## config.mk

```make
export PLATFORM = sky130hd
export DESIGN_NAME = spi_frame_collector_flat
export DESIGN_NICKNAME = d
export VERILOG_FILES = /design/src/rtl/spi_frame_collector_if.sv /design/src/rtl/spi_frame_collector.sv /design/src/flat_wrapper.sv
export SDC_FILE = /design/constraint.sdc
export NUM_CORES = 1
export LEC_CHECK = 0
export BUFFER_PORTS_ARGS = -buffer_cell sky130_fd_sc_hd__clkbuf_2
export CORE_ASPECT_RATIO = 1.4
export CORE_MARGIN = 2
export CORE_UTILIZATION = 54
export CTS_BUF_LIST = sky130_fd_sc_hd__clkbuf_8
export DETAILED_ROUTE_END_ITERATION = 6
export HOLD_SLACK_MARGIN = 0.12
export PLACE_DENSITY = 0.78
export SYNTH_ARGS = -nofsm -noshare
export SYNTH_HDL_FRONTEND = slang
export SYNTH_SLANG_ARGS = --single-unit
```

## constraint.sdc

```tcl
create_clock -name clk -period 2.8 [get_ports clk]
set_input_delay 0.56 -clock clk [delete_from_list [all_inputs] [get_ports clk]]
set_output_delay 0.56 -clock clk [all_outputs]
set_load 0.1 [all_outputs]
```

## src/rtl/spi_frame_collector_if.sv

```systemverilog
// spi_frame_collector_if: raw SPI pads, frame-length config and the packet handshake of the frame collector.
// The master modport is the collector itself; the slave modport is the SPI driver and packet consumer.
interface spi_frame_collector_if;
    logic        spi_csn;
    logic        spi_sck;
    logic        spi_mosi;
    logic        spi_miso;
    logic [5:0]  cfg_cmd_len;
    logic [5:0]  cfg_addr_len;
    logic [15:0] cfg_data_len;
    logic        pkt_valid;
    logic        pkt_ready;
    logic [31:0] pkt_spi_length;
    logic [31:0] pkt_cmd;
    logic [31:0] pkt_addr;
    logic [31:0] pkt_mosi_data;
    logic [31:0] pkt_miso_data;
    logic [1:0]  pkt_flag;
    logic [7:0]  drop_count;

    modport master (
        input  spi_csn, spi_sck, spi_mosi, spi_miso,
        input  cfg_cmd_len, cfg_addr_len, cfg_data_len,
        input  pkt_ready,
        output pkt_valid, pkt_spi_length, pkt_cmd, pkt_addr,
        output pkt_mosi_data, pkt_miso_data, pkt_flag, drop_count
    );

    modport slave (
        output spi_csn, spi_sck, spi_mosi, spi_miso,
        output cfg_cmd_len, cfg_addr_len, cfg_data_len,
        output pkt_ready,
        input  pkt_valid, pkt_spi_length, pkt_cmd, pkt_addr,
        input  pkt_mosi_data, pkt_miso_data, pkt_flag, drop_count
    );
endinterface

```

## src/rtl/spi_frame_collector.sv

```systemverilog
// spi_frame_collector: oversamples a mode-0 SPI frame into cmd/addr/data fields and
// presents it as a packet held until handshake; frames ending during backpressure are dropped.
module spi_frame_collector #(
    parameter int SYNC_STAGES = 2
) (
    input logic                   clk,
    input logic                   rstn,
    spi_frame_collector_if.master bus
);
    localparam int M = SYNC_STAGES - 1;

    typedef enum logic [2:0] {IDLE, CMD, ADDR, DATA, DONE} state_t;

    state_t      state, state_nx, first, after_cmd, after_addr;
    logic [M:0]  csn_sy, sck_sy, mosi_sy, miso_sy, fill;
    logic        csn_q, sck_q, armed;
    logic        csn_s, sck_s, mosi_s, miso_s;
    logic        csn_fall, csn_rise, sample, last, load;
    logic [5:0]  cl_in, al_in, cmd_len, addr_len;
    logic [15:0] data_len, fld_cnt;
    logic [16:0] fld_nx, cur_len;
    logic [31:0] cmd_sr, addr_sr, mosi_sr, miso_sr, bit_cnt;
    logic        ovl;
    logic        pv;
    logic [31:0] p_len, p_cmd, p_addr, p_mosi, p_miso;
    logic [1:0]  p_flag;
    logic [7:0]  drops;

    // fill marks when the csn chain holds a real pad value rather than its reset preset
    always_ff @(posedge clk or negedge rstn) begin
        if (!rstn) begin
            csn_sy  <= '1;
            sck_sy  <= '0;
            mosi_sy <= '0;
            miso_sy <= '0;
            fill    <= '0;
            csn_q   <= 1'b1;
            sck_q   <= 1'b0;
            armed   <= 1'b0;
        end else begin
            csn_sy  <= {csn_sy[M-1:0], bus.spi_csn};
            sck_sy  <= {sck_sy[M-1:0], bus.spi_sck};
            mosi_sy <= {mosi_sy[M-1:0], bus.spi_mosi};
            miso_sy <= {miso_sy[M-1:0], bus.spi_miso};
            fill    <= {fill[M-1:0], 1'b1};
            csn_q   <= csn_s;
            sck_q   <= sck_s;
            armed   <= armed | (fill[M] & csn_s);
        end
    end

    assign csn_s    = csn_sy[M];
    assign sck_s    = sck_sy[M];
    assign mosi_s   = mosi_sy[M];
    assign miso_s   = miso_sy[M];
    assign csn_fall = armed & csn_q & ~csn_s;
    assign csn_rise = ~csn_q & csn_s;
    assign sample   = sck_s & ~sck_q & ~csn_s;

    assign cl_in      = bus.cfg_cmd_len > 6'd32 ? 6'd32 : bus.cfg_cmd_len;
    assign al_in      = bus.cfg_addr_len > 6'd32 ? 6'd32 : bus.cfg_addr_len;
    assign first      = cl_in != 6'd0 ? CMD : al_in != 6'd0 ? ADDR : bus.cfg_data_len != 16'd0 ? DATA : DONE;
    assign after_addr = data_len != 16'd0 ? DATA : DONE;
    assign after_cmd  = addr_len != 6'd0 ? ADDR : after_addr;
    assign cur_len    = state == CMD ? {11'd0, cmd_len} : state == ADDR ? {11'd0, addr_len} : {1'b0, data_len};
    assign fld_nx     = {1'b0, fld_cnt} + 17'd1;
    assign last       = (state == CMD || state == ADDR || state == DATA) && fld_nx == cur_len;
    assign load       = state != IDLE && csn_rise && bit_cnt != 32'd0;

    always_ff @(posedge clk or negedge rstn) begin
        if (!rstn) state <= IDLE;
        else state <= state_nx;
    end

    always_comb begin
        state_nx = state;
        if (state == IDLE) state_nx = csn_fall ? first : IDLE;
        else if (csn_rise) state_nx = IDLE;
        else if (sample && last) state_nx = state == CMD ? after_cmd : state == ADDR ? after_addr : DONE;
    end

    always_ff @(posedge clk or negedge rstn) begin
        if (!rstn) begin
            cmd_len  <= '0;
            addr_len <= '0;
            data_len <= '0;
            fld_cnt  <= '0;
            cmd_sr   <= '0;
            addr_sr  <= '0;
            mosi_sr  <= '0;
            miso_sr  <= '0;
            bit_cnt  <= '0;
            ovl      <= 1'b0;
        end else if (state == IDLE && csn_fall) begin
            cmd_len  <= cl_in;
            addr_len <= al_in;
            data_len <= bus.cfg_data_len;
            fld_cnt  <= '0;
            cmd_sr   <= '0;
            addr_sr  <= '0;
            mosi_sr  <= '0;
            miso_sr  <= '0;
            bit_cnt  <= '0;
            ovl      <= 1'b0;
        end else if (state != IDLE && sample) begin
            bit_cnt <= bit_cnt + {31'd0, ~&bit_cnt};
            fld_cnt <= last ? 16'd0 : fld_nx[15:0];
            if (state == CMD) cmd_sr <= {cmd_sr[30:0], mosi_s};
            if (state == ADDR) addr_sr <= {addr_sr[30:0], mosi_s};
            if (state == DATA) begin
                mosi_sr <= {mosi_sr[30:0], mosi_s};
                miso_sr <= {miso_sr[30:0], miso_s};
            end
            if (state == DONE) ovl <= 1'b1;
        end
    end

    // a finished frame replaces the held packet only if that packet is gone or leaving this cycle
    always_ff @(posedge clk or negedge rstn) begin
        if (!rstn) begin
            pv     <= 1'b0;
            p_len  <= '0;
            p_cmd  <= '0;
            p_addr <= '0;
            p_mosi <= '0;
            p_miso <= '0;
            p_flag <= '0;
            drops  <= '0;
        end else if (load && (!pv || bus.pkt_ready)) begin
            pv     <= 1'b1;
            p_len  <= bit_cnt;
            p_cmd  <= cmd_sr;
            p_addr <= addr_sr;
            p_mosi <= mosi_sr;
            p_miso <= miso_sr;
            p_flag <= {ovl, state != DONE};
        end else begin
            if (load) drops <= drops + {7'd0, ~&drops};
            if (pv && bus.pkt_ready) pv <= 1'b0;
        end
    end

    assign bus.pkt_valid      = pv;
    assign bus.pkt_spi_length = p_len;
    assign bus.pkt_cmd        = p_cmd;
    assign bus.pkt_addr       = p_addr;
    assign bus.pkt_mosi_data  = p_mosi;
    assign bus.pkt_miso_data  = p_miso;
    assign bus.pkt_flag       = p_flag;
    assign bus.drop_count     = drops;
endmodule

```

## src/flat_wrapper.sv

```systemverilog
// flat-port wrapper written by rule: the top's interface ports become plain ports
module spi_frame_collector_flat 
#(
    parameter int SYNC_STAGES = 2
)
  (clk, rstn, bus_spi_csn, bus_spi_sck, bus_spi_mosi, bus_spi_miso, bus_cfg_cmd_len, bus_cfg_addr_len, bus_cfg_data_len, bus_pkt_ready, bus_pkt_valid, bus_pkt_spi_length, bus_pkt_cmd, bus_pkt_addr, bus_pkt_mosi_data, bus_pkt_miso_data, bus_pkt_flag, bus_drop_count);
  spi_frame_collector_if bus_i ();
  input logic clk;
  input logic rstn;
  input wire logic [$bits(bus_i.spi_csn)-1:0] bus_spi_csn;
  input wire logic [$bits(bus_i.spi_sck)-1:0] bus_spi_sck;
  input wire logic [$bits(bus_i.spi_mosi)-1:0] bus_spi_mosi;
  input wire logic [$bits(bus_i.spi_miso)-1:0] bus_spi_miso;
  input wire logic [$bits(bus_i.cfg_cmd_len)-1:0] bus_cfg_cmd_len;
  input wire logic [$bits(bus_i.cfg_addr_len)-1:0] bus_cfg_addr_len;
  input wire logic [$bits(bus_i.cfg_data_len)-1:0] bus_cfg_data_len;
  input wire logic [$bits(bus_i.pkt_ready)-1:0] bus_pkt_ready;
  output wire logic [$bits(bus_i.pkt_valid)-1:0] bus_pkt_valid;
  output wire logic [$bits(bus_i.pkt_spi_length)-1:0] bus_pkt_spi_length;
  output wire logic [$bits(bus_i.pkt_cmd)-1:0] bus_pkt_cmd;
  output wire logic [$bits(bus_i.pkt_addr)-1:0] bus_pkt_addr;
  output wire logic [$bits(bus_i.pkt_mosi_data)-1:0] bus_pkt_mosi_data;
  output wire logic [$bits(bus_i.pkt_miso_data)-1:0] bus_pkt_miso_data;
  output wire logic [$bits(bus_i.pkt_flag)-1:0] bus_pkt_flag;
  output wire logic [$bits(bus_i.drop_count)-1:0] bus_drop_count;
  assign bus_i.spi_csn = bus_spi_csn;
  assign bus_i.spi_sck = bus_spi_sck;
  assign bus_i.spi_mosi = bus_spi_mosi;
  assign bus_i.spi_miso = bus_spi_miso;
  assign bus_i.cfg_cmd_len = bus_cfg_cmd_len;
  assign bus_i.cfg_addr_len = bus_cfg_addr_len;
  assign bus_i.cfg_data_len = bus_cfg_data_len;
  assign bus_i.pkt_ready = bus_pkt_ready;
  assign bus_pkt_valid = bus_i.pkt_valid;
  assign bus_pkt_spi_length = bus_i.pkt_spi_length;
  assign bus_pkt_cmd = bus_i.pkt_cmd;
  assign bus_pkt_addr = bus_i.pkt_addr;
  assign bus_pkt_mosi_data = bus_i.pkt_mosi_data;
  assign bus_pkt_miso_data = bus_i.pkt_miso_data;
  assign bus_pkt_flag = bus_i.pkt_flag;
  assign bus_drop_count = bus_i.drop_count;
  spi_frame_collector #(.SYNC_STAGES(SYNC_STAGES)) u_core (.clk(clk), .rstn(rstn), .bus(bus_i));
endmodule
```

==> flow_summary.json, run 1 <==
{
  "synth_fp_nets": 1548,
  "synth_top_area_share_pct": 59.29,
  "synthMuxAreaShare_pct": 11.16,
  "cts-root-buf": "clkbuf_8",
  "grt_max_degree": 112,
  "num-nets-final": 1805,
  "cts_buffers": 58,
  "drtAntennaViolNets": 0,
  "run_status": "completed",
  "hold_start": "bus_cfg_data_len[9]",
  "worst_ep_arrival_time_ns": 3.21,
  "synth_fa_ha_area_share_pct": 0.3810,
  "relSlewSlack_pct": 59.18,
  "htreeDepth": 2,
  "drt_iter0_drc": 652,
  "yosysSeqAreaShare_pct": 59.77,
  "report.final.setup_viol": 0,
  "r2r_start": "u_core.state[0]",
  "ys_types": 65,
  "wl_um": 38550,
  "fmax_ghz": 0.3656,
  "synth_most_common_cell": "dfrtp_1",
  "final_hold_viol_count": 0,
  "vias": 12158,
  "fillers": 2323,
  "async_flop_share_pct": 100.0,
  "period_needed_ns": 2.735,
  "cpMaxStageDelayCell": "dfrtp_2",
  "cp_top_family": "compound AO/OA/AOI/OAI gates",
  "syn_to_final_growth_pct": 19.66,
  "rsz0062_at_grt": "yes",
  "yosys_warnings": 0,
  "start_kind": "flip-flop",
  "total_power_w": 0.01457,
  "layout_setup_ws_ns": 0.06496,
  "drt_first_pass_iters": 7,
  "cts.sinks": 392,
  "drc": 0,
  "end_kind": "flip-flop",
  "crit_path_start": "u_core.state[0]",
  "drv_cap": 0,
  "cts.reportedPaths.clkPinSlew_ns": 0.06,
  "postLayoutCoreUtil_pct": 65.63,
  "synth_enable_flop_cells": 0,
  "cts_tree": "yes",
  "multi_input_area_um2": 6396,
  "slew_viol_final": 0,
  "fp.coreArea_um2": 29940,
  "die_w_um": 151.4,
  "postPlaceCellArea_um2": 18260,
  "synthTopCellsByCount": "389 x dfrtp_1, 368 x nand2_1, 161 x mux2_2, 137 x a21oi_1, 74 x clkbuf_1",
  "r2r_end": "u_core.state[0]",
  "leakage_nw": 9.856,
  "yosys.area_share.simple_pct": 15.45,
  "final-seq-area_um2": 9818,
  "synth_xor_area_share_pct": 3.208,
  "cts_buffer_depth": 3,
  "synth_compound_area_share_pct": 7.628,
  "viasPerCell": 5.536,
  "criticalPathCategory": "reg -> reg",
  "r2r_cells": 9,
  "synth_top_area_cell": "dfrtp_1",
  "place_ws_ns": -0.1173,
  "finalCritPeriodShare_pct": 97.68,
  "path_buf_inv": 1,
  "design_area_um2": 19650,
  "dieArea_um2": 31840,
  "wl_per_cell_um": 17.55,
  "synth.area.top_cells": "dfrtp_1 59%, mux2_2 11%, nand2_1 8.4%",
  "dp_hpwl_um": 25860,
  "insertion_delay_ns": 0.62,
  "path_max_fanout": 7,
  "rows": 75,
  "fin_worst_skew_ns": 0.02672,
  "grt_usage_pct": 24.53,
  "io_pins": 206,
  "powerDensity_nw_per_um2": 741.5,
  "grt_overflow_total": 0,
  "start_util_pct": 54.85,
  "grt_pass1_wl_um": 62360,
  "rrSetupSlack_ns": 0.06,
  "hp-class": "in -> reg",
  "synth-main-ff-cell": "dfrtp_1",
  "synth_top_family_by_area": "simple AND/OR/NAND/NOR gates",
  "synth_seq_cells": 392,
  "tightest_slew_ns": 0.6100,
  "hold_end": "u_core.data_len[9]",
  "worstPathRequired_ns": 3.28,
  "netlist_instances": 1508,
  "antenna_found_initial": 1,
  "finalWeightedCongestion": 0.8995,
  "synth_area_um2": 16420,
  "drive_gt1_share_pct": 30.68,
  "die_y_um": 210.3,
  "cpPeakStageDelay_ns": 0.45,
  "first_global_vias": 12528,
  "vdd_drop_max_uv": 408.1,
  "worstPathCellList": "xnor2_4, o211a_1, or3_1, a211o_1, a2111oi_4, nand4_2, buf_8, o31ai_1, a22oi_2",
  "synth_area_per_cell_um2": 10.89,
  "portBuffers": 205,
  "min_path_cells": 3
}
[report_power, final]
group,leakage [nW],total [W],switching (W),internal (W)
clock network,0.679,0.00444,0.00213,0.00231
logic,3.80,0.00362,0.00241,0.00121
registers,5.37,0.00650,0.000424,0.00608
total,9.86,0.0146,0.00497,0.00960
[cell families after synthesis]
logic type / after synthesis
other cells: 1
flops: 392
mux: 163
simple gates: 579
fa+ha+maj: 5
buf+inv: 97
compound gates: 215
xor+xnor: 56
[final cells by class]
| cell class | count | share of cell area (%) |
|---|---|---|
| Inverter | 15 | 0.2866 |
| Multi-Input combinational cell | 1020 | 32.55 |
| Timing Repair Buffer | 278 | 8.947 |
| Tap cell | 385 | 2.452 |
| Sequential cell | 392 | 49.97 |
| Antenna cell | 2 | 0.02547 |
| Clock buffer | 72 | 5.044 |
| Clock inverter | 32 | 0.7196 |
[cells in the final DEF (no fill, tap or decap), types with 26 or more instances in the layout]
cell type and count:
dfrtp_1 385, nand2_1 368, clkbuf_2 204, mux2_2 161, a21oi_1 136, clkbuf_8 72, nor2_1 64, buf_4 53
inv_1 40, xor2_1 28, o21ai_0 26
[routing by layer]
metal	vias up	global-route usage (%)	share of wire [%]
li1	5678	-	-
met1	6053	29.14	38
met2	310	42.89	53
met3	117	5.195	5.2
met4	0	10.31	4.0
met5	-	0	0
[state kept, by name, summed over array words and instances (netlist names), 3 cells and up]
signal and cells:
u_core.fld_cnt 16, u_core.bus.pkt_addr 32, u_core.bit_cnt 32, u_core.bus.pkt_miso_data 32, u_core.bus.pkt_cmd 32, u_core.bus.pkt_mosi_data 32, u_core.addr_len 6, u_core.state 3
u_core.data_len 16, u_core.cmd_len 6, u_core.mosi_sr 32, u_core.addr_sr 32, u_core.bus.drop_count 8, u_core.miso_sr 32, u_core.bus.pkt_spi_length 32, u_core.cmd_sr 32
[how the worst max path moves through the flow]
| stage | depth (start not counted) | end | slack, ns |
|---|---|---|---|
| 2_1_floorplan | 11 | u_core.state[1] | 0.1 |
| 5_1_grt | 10 | u_core.state[0] | -0.06 |
| 6_report | 9 | u_core.state[0] | 0.06 |
| 3_5_place_dp | 13 | u_core.bit_cnt[28] | -0.12 |
| 3_3_place_gp | 13 | u_core.bit_cnt[28] | 0.01 |
| 4_1_cts | 9 | u_core.fld_cnt[6] | 0.0007 |
[metrics by stage]
stage,hold WS (ns),cells,TNS (ns)
after floorplan,0.2644,1508,0
final,0.1708,2196,0
after global placement,0.3317,2081,0
after detailed placement,0.3356,2081,-0.2387
after CTS,0.1312,2190,0
after global routing,0.1596,2195,-0.08164
[tightest hold or removal path: cells and delay by family]
kind                   cells  cell delay (ns)
AND/OR/NAND/NOR            2             0.08
buffers and inverters      1             0.09
[what timing repair did]
item                                   4_1_cts  5_1_grt
endpoints found under the hold margin       50        0
setup buffers                                0        2
hold buffers                                 5        0
pin swaps                                    1       13
setup endpoints to repair                   97       43
cloned                                       0        2
gates resized for setup                      2       33
No activity file was read; power rests on OpenSTA's default activity.
==> inputs of run 2 (changes only) <==
==> constraint.sdc (replaced) <==
create_clock -name clk -period 2.8 [get_ports clk]
set_input_delay 0.28 -clock clk [delete_from_list [all_inputs] [get_ports clk]]
set_output_delay 0.28 -clock clk [all_outputs]
set_load 0.1 [all_outputs]
==> flow_summary.json, run 2 (synthesis gave the netlist of run 1 again) <==
{
  "run_status": "completed",
  "grt_max_degree": 83,
  "dieArea_um2": 31840,
  "p_seq_share_pct": 43.3,
  "fin_setup_tns_ns": 0,
  "rows": 75,
  "finalCritPeriodShare_pct": 95.80,
  "viasPerCell": 5.567,
  "relSlewSlack_pct": 58.21,
  "cts_buffers": 58,
  "htreeDepth": 2,
  "num-nets-final": 1834,
  "intPower_w": 0.009929,
  "portBuffers": 205,
  "power.share.clock_pct": 32.4,
  "report.final.setup_viol": 0,
  "layout.cells.non_filler": 2228,
  "start_kind": "flip-flop",
  "grt_overflow_total": 0,
  "path_max_fanout": 9,
  "io_pins": 206,
  "power.share.combinational_pct": 24.3,
  "drt_iter0_drc": 745,
  "switching_share_pct": 33.75,
  "drv_cap": 0,
  "layout_setup_ws_ns": 0.1176,
  "grt_pass1_wl_um": 64000,
  "fmax_ghz": 0.3728,
  "dp_hpwl_um": 25750,
  "cts.reportedPaths.clkPinSlew_ns": 0.06,
  "die_y_um": 210.3,
  "drt_first_pass_iters": 5,
  "fillers": 2189,
  "cts_tree": "yes",
  "rsz0062_at_grt": "yes",
  "place_ws_ns": -0.06527,
  "final_hold_viol_count": 0,
  "tightest_slew_ns": 0.6269,
  "finalWeightedCongestion": 0.9091,
  "syn_to_final_growth_pct": 21.89,
  "period_needed_ns": 2.682,
  "hp-class": "in -> async",
  "fp.coreArea_um2": 29940,
  "cts-root-buf": "clkbuf_8",
  "cts_buffer_depth": 3,
  "p_sw_w": 0.005058,
  "wl_um": 39330,
  "first_global_vias": 12651,
  "antenna_found_initial": 0,
  "drive_gt1_share_pct": 30.24,
  "total_power_w": 0.01499,
  "drtAntennaViolNets": 0,
  "insertion_delay_ns": 0.63,
  "criticalPathCategory": "reg -> reg",
  "final_common_cell": "dfrtp_1",
  "grt_usage_pct": 25.18,
  "vdd_drop_max_uv": 503.9,
  "cts.sinks": 392,
  "powerDensity_nw_per_um2": 748.8,
  "die_w_um": 151.4,
  "worst_ep_arrival_time_ns": 3.16,
  "leakage_nw": 10.01,
  "final_cell_mix": "388 x dfrtp_1, 368 x nand2_1, 204 x clkbuf_2",
  "drc": 0,
  "start_util_pct": 54.85,
  "fin_worst_skew_ns": 0.03572,
  "worstPathRequired_ns": 3.28,
  "wl_per_cell_um": 17.65,
  "end_kind": "flip-flop",
  "vias": 12404,
  "slew_viol_final": 0,
  "dp_cells": 2079
}
[run 2: changes by cell type in the layout (fill, tap and decap cells not counted), moves of 2 or more]
cell / change
nor3_2: -3
dlygate4sd3_1: +32
clkbuf_8: +5
bufinv_16: +2
dfrtp_1: +3
clkinv_2: +4
inv_1: -7
dfrtp_2: -3
nor3_4: +2
[run 2: metal layers]
layer	global-route usage [%]	vias up	share of wire, %
met5	0	-	0
met4	11.34	0	4.3
met3	5.043	122	5.8
met2	42.99	381	52
met1	30.75	6173	38
li1	-	5728	-
[run 2: power by group through the flow]
stage / Combinational [W] / Clock, W / Sequential, W
after floorplan: 0.00195 / 0 / 0.00709
after global placement: 0.00344 / 0 / 0.00656
after detailed placement: 0.00349 / 0 / 0.00657
after CTS: 0.00355 / 0.00497 / 0.00647
after global routing: 0.00393 / 0.00522 / 0.00654
final: 0.00364 / 0.00485 / 0.00649
[run 2: final cells by class]
class	instances	area (um^2)	share of cell area (%)
diodes	1	2.502	0.01250
flip-flops and latches	392	9814	49.04
well taps	385	481.7	2.407
clock buffers	77	1060	5.295
inverters	15	56.30	0.2813
clock inverters	31	196.4	0.9815
repair buffers	308	2033	10.16
multi-input cells	1019	6370	31.83
[run 2: path summary, 6_finish.rpt]
| check | start | end | slack (ns) | cells past startpoint |
|---|---|---|---|---|
| setup / recovery | u_core.state[1] | u_core.fld_cnt[7] | 0.12 | 9 |
| hold / removal | rstn | u_core.miso_sy[1] | 0.22 | 2 |
| setup reg to reg | u_core.state[1] | u_core.fld_cnt[7] | 0.12 | 9 |
| hold reg to reg | u_core.fill[0] | u_core.fill[1] | 0.35 | 0 |
| max in group asynchronous | rstn | u_core.bit_cnt[12] | 1.72 | 3 |
| min in group clk | bus_spi_miso | u_core.miso_sy[0] | 0.32 | 2 |
[run 2: worst max-delay path, cell delays in order, from the launching register on]
cell       delay (ns)
dfrtp_1          0.42
xnor2_2          0.20
o211a_1          0.28
or3_1            0.35
a211o_1          0.30
a2111oi_4        0.33
nand4_2          0.14
buf_8            0.17
o21ai_4          0.28
nor2_1           0.09
[run 2: stage by stage]
stage	util (%)	area (um^2)	hold WS, ns
final	66.86	20010	0.2208
after global routing	66.85	20010	0.2393
after CTS	66.35	19860	0.2140
after detailed placement	60.90	18230	0.2992
after global placement	60.90	18230	0.2980
after floorplan	-	16430	-0.01559
[run 2: what timing repair did]
item	CTS	global route
pin swaps	0	13
setup buffers	0	3
cloned	0	0
endpoints found under the setup margin	92	43
resized for setup	2	28
hold buffers	37	0
hold endpoints to repair	115	0
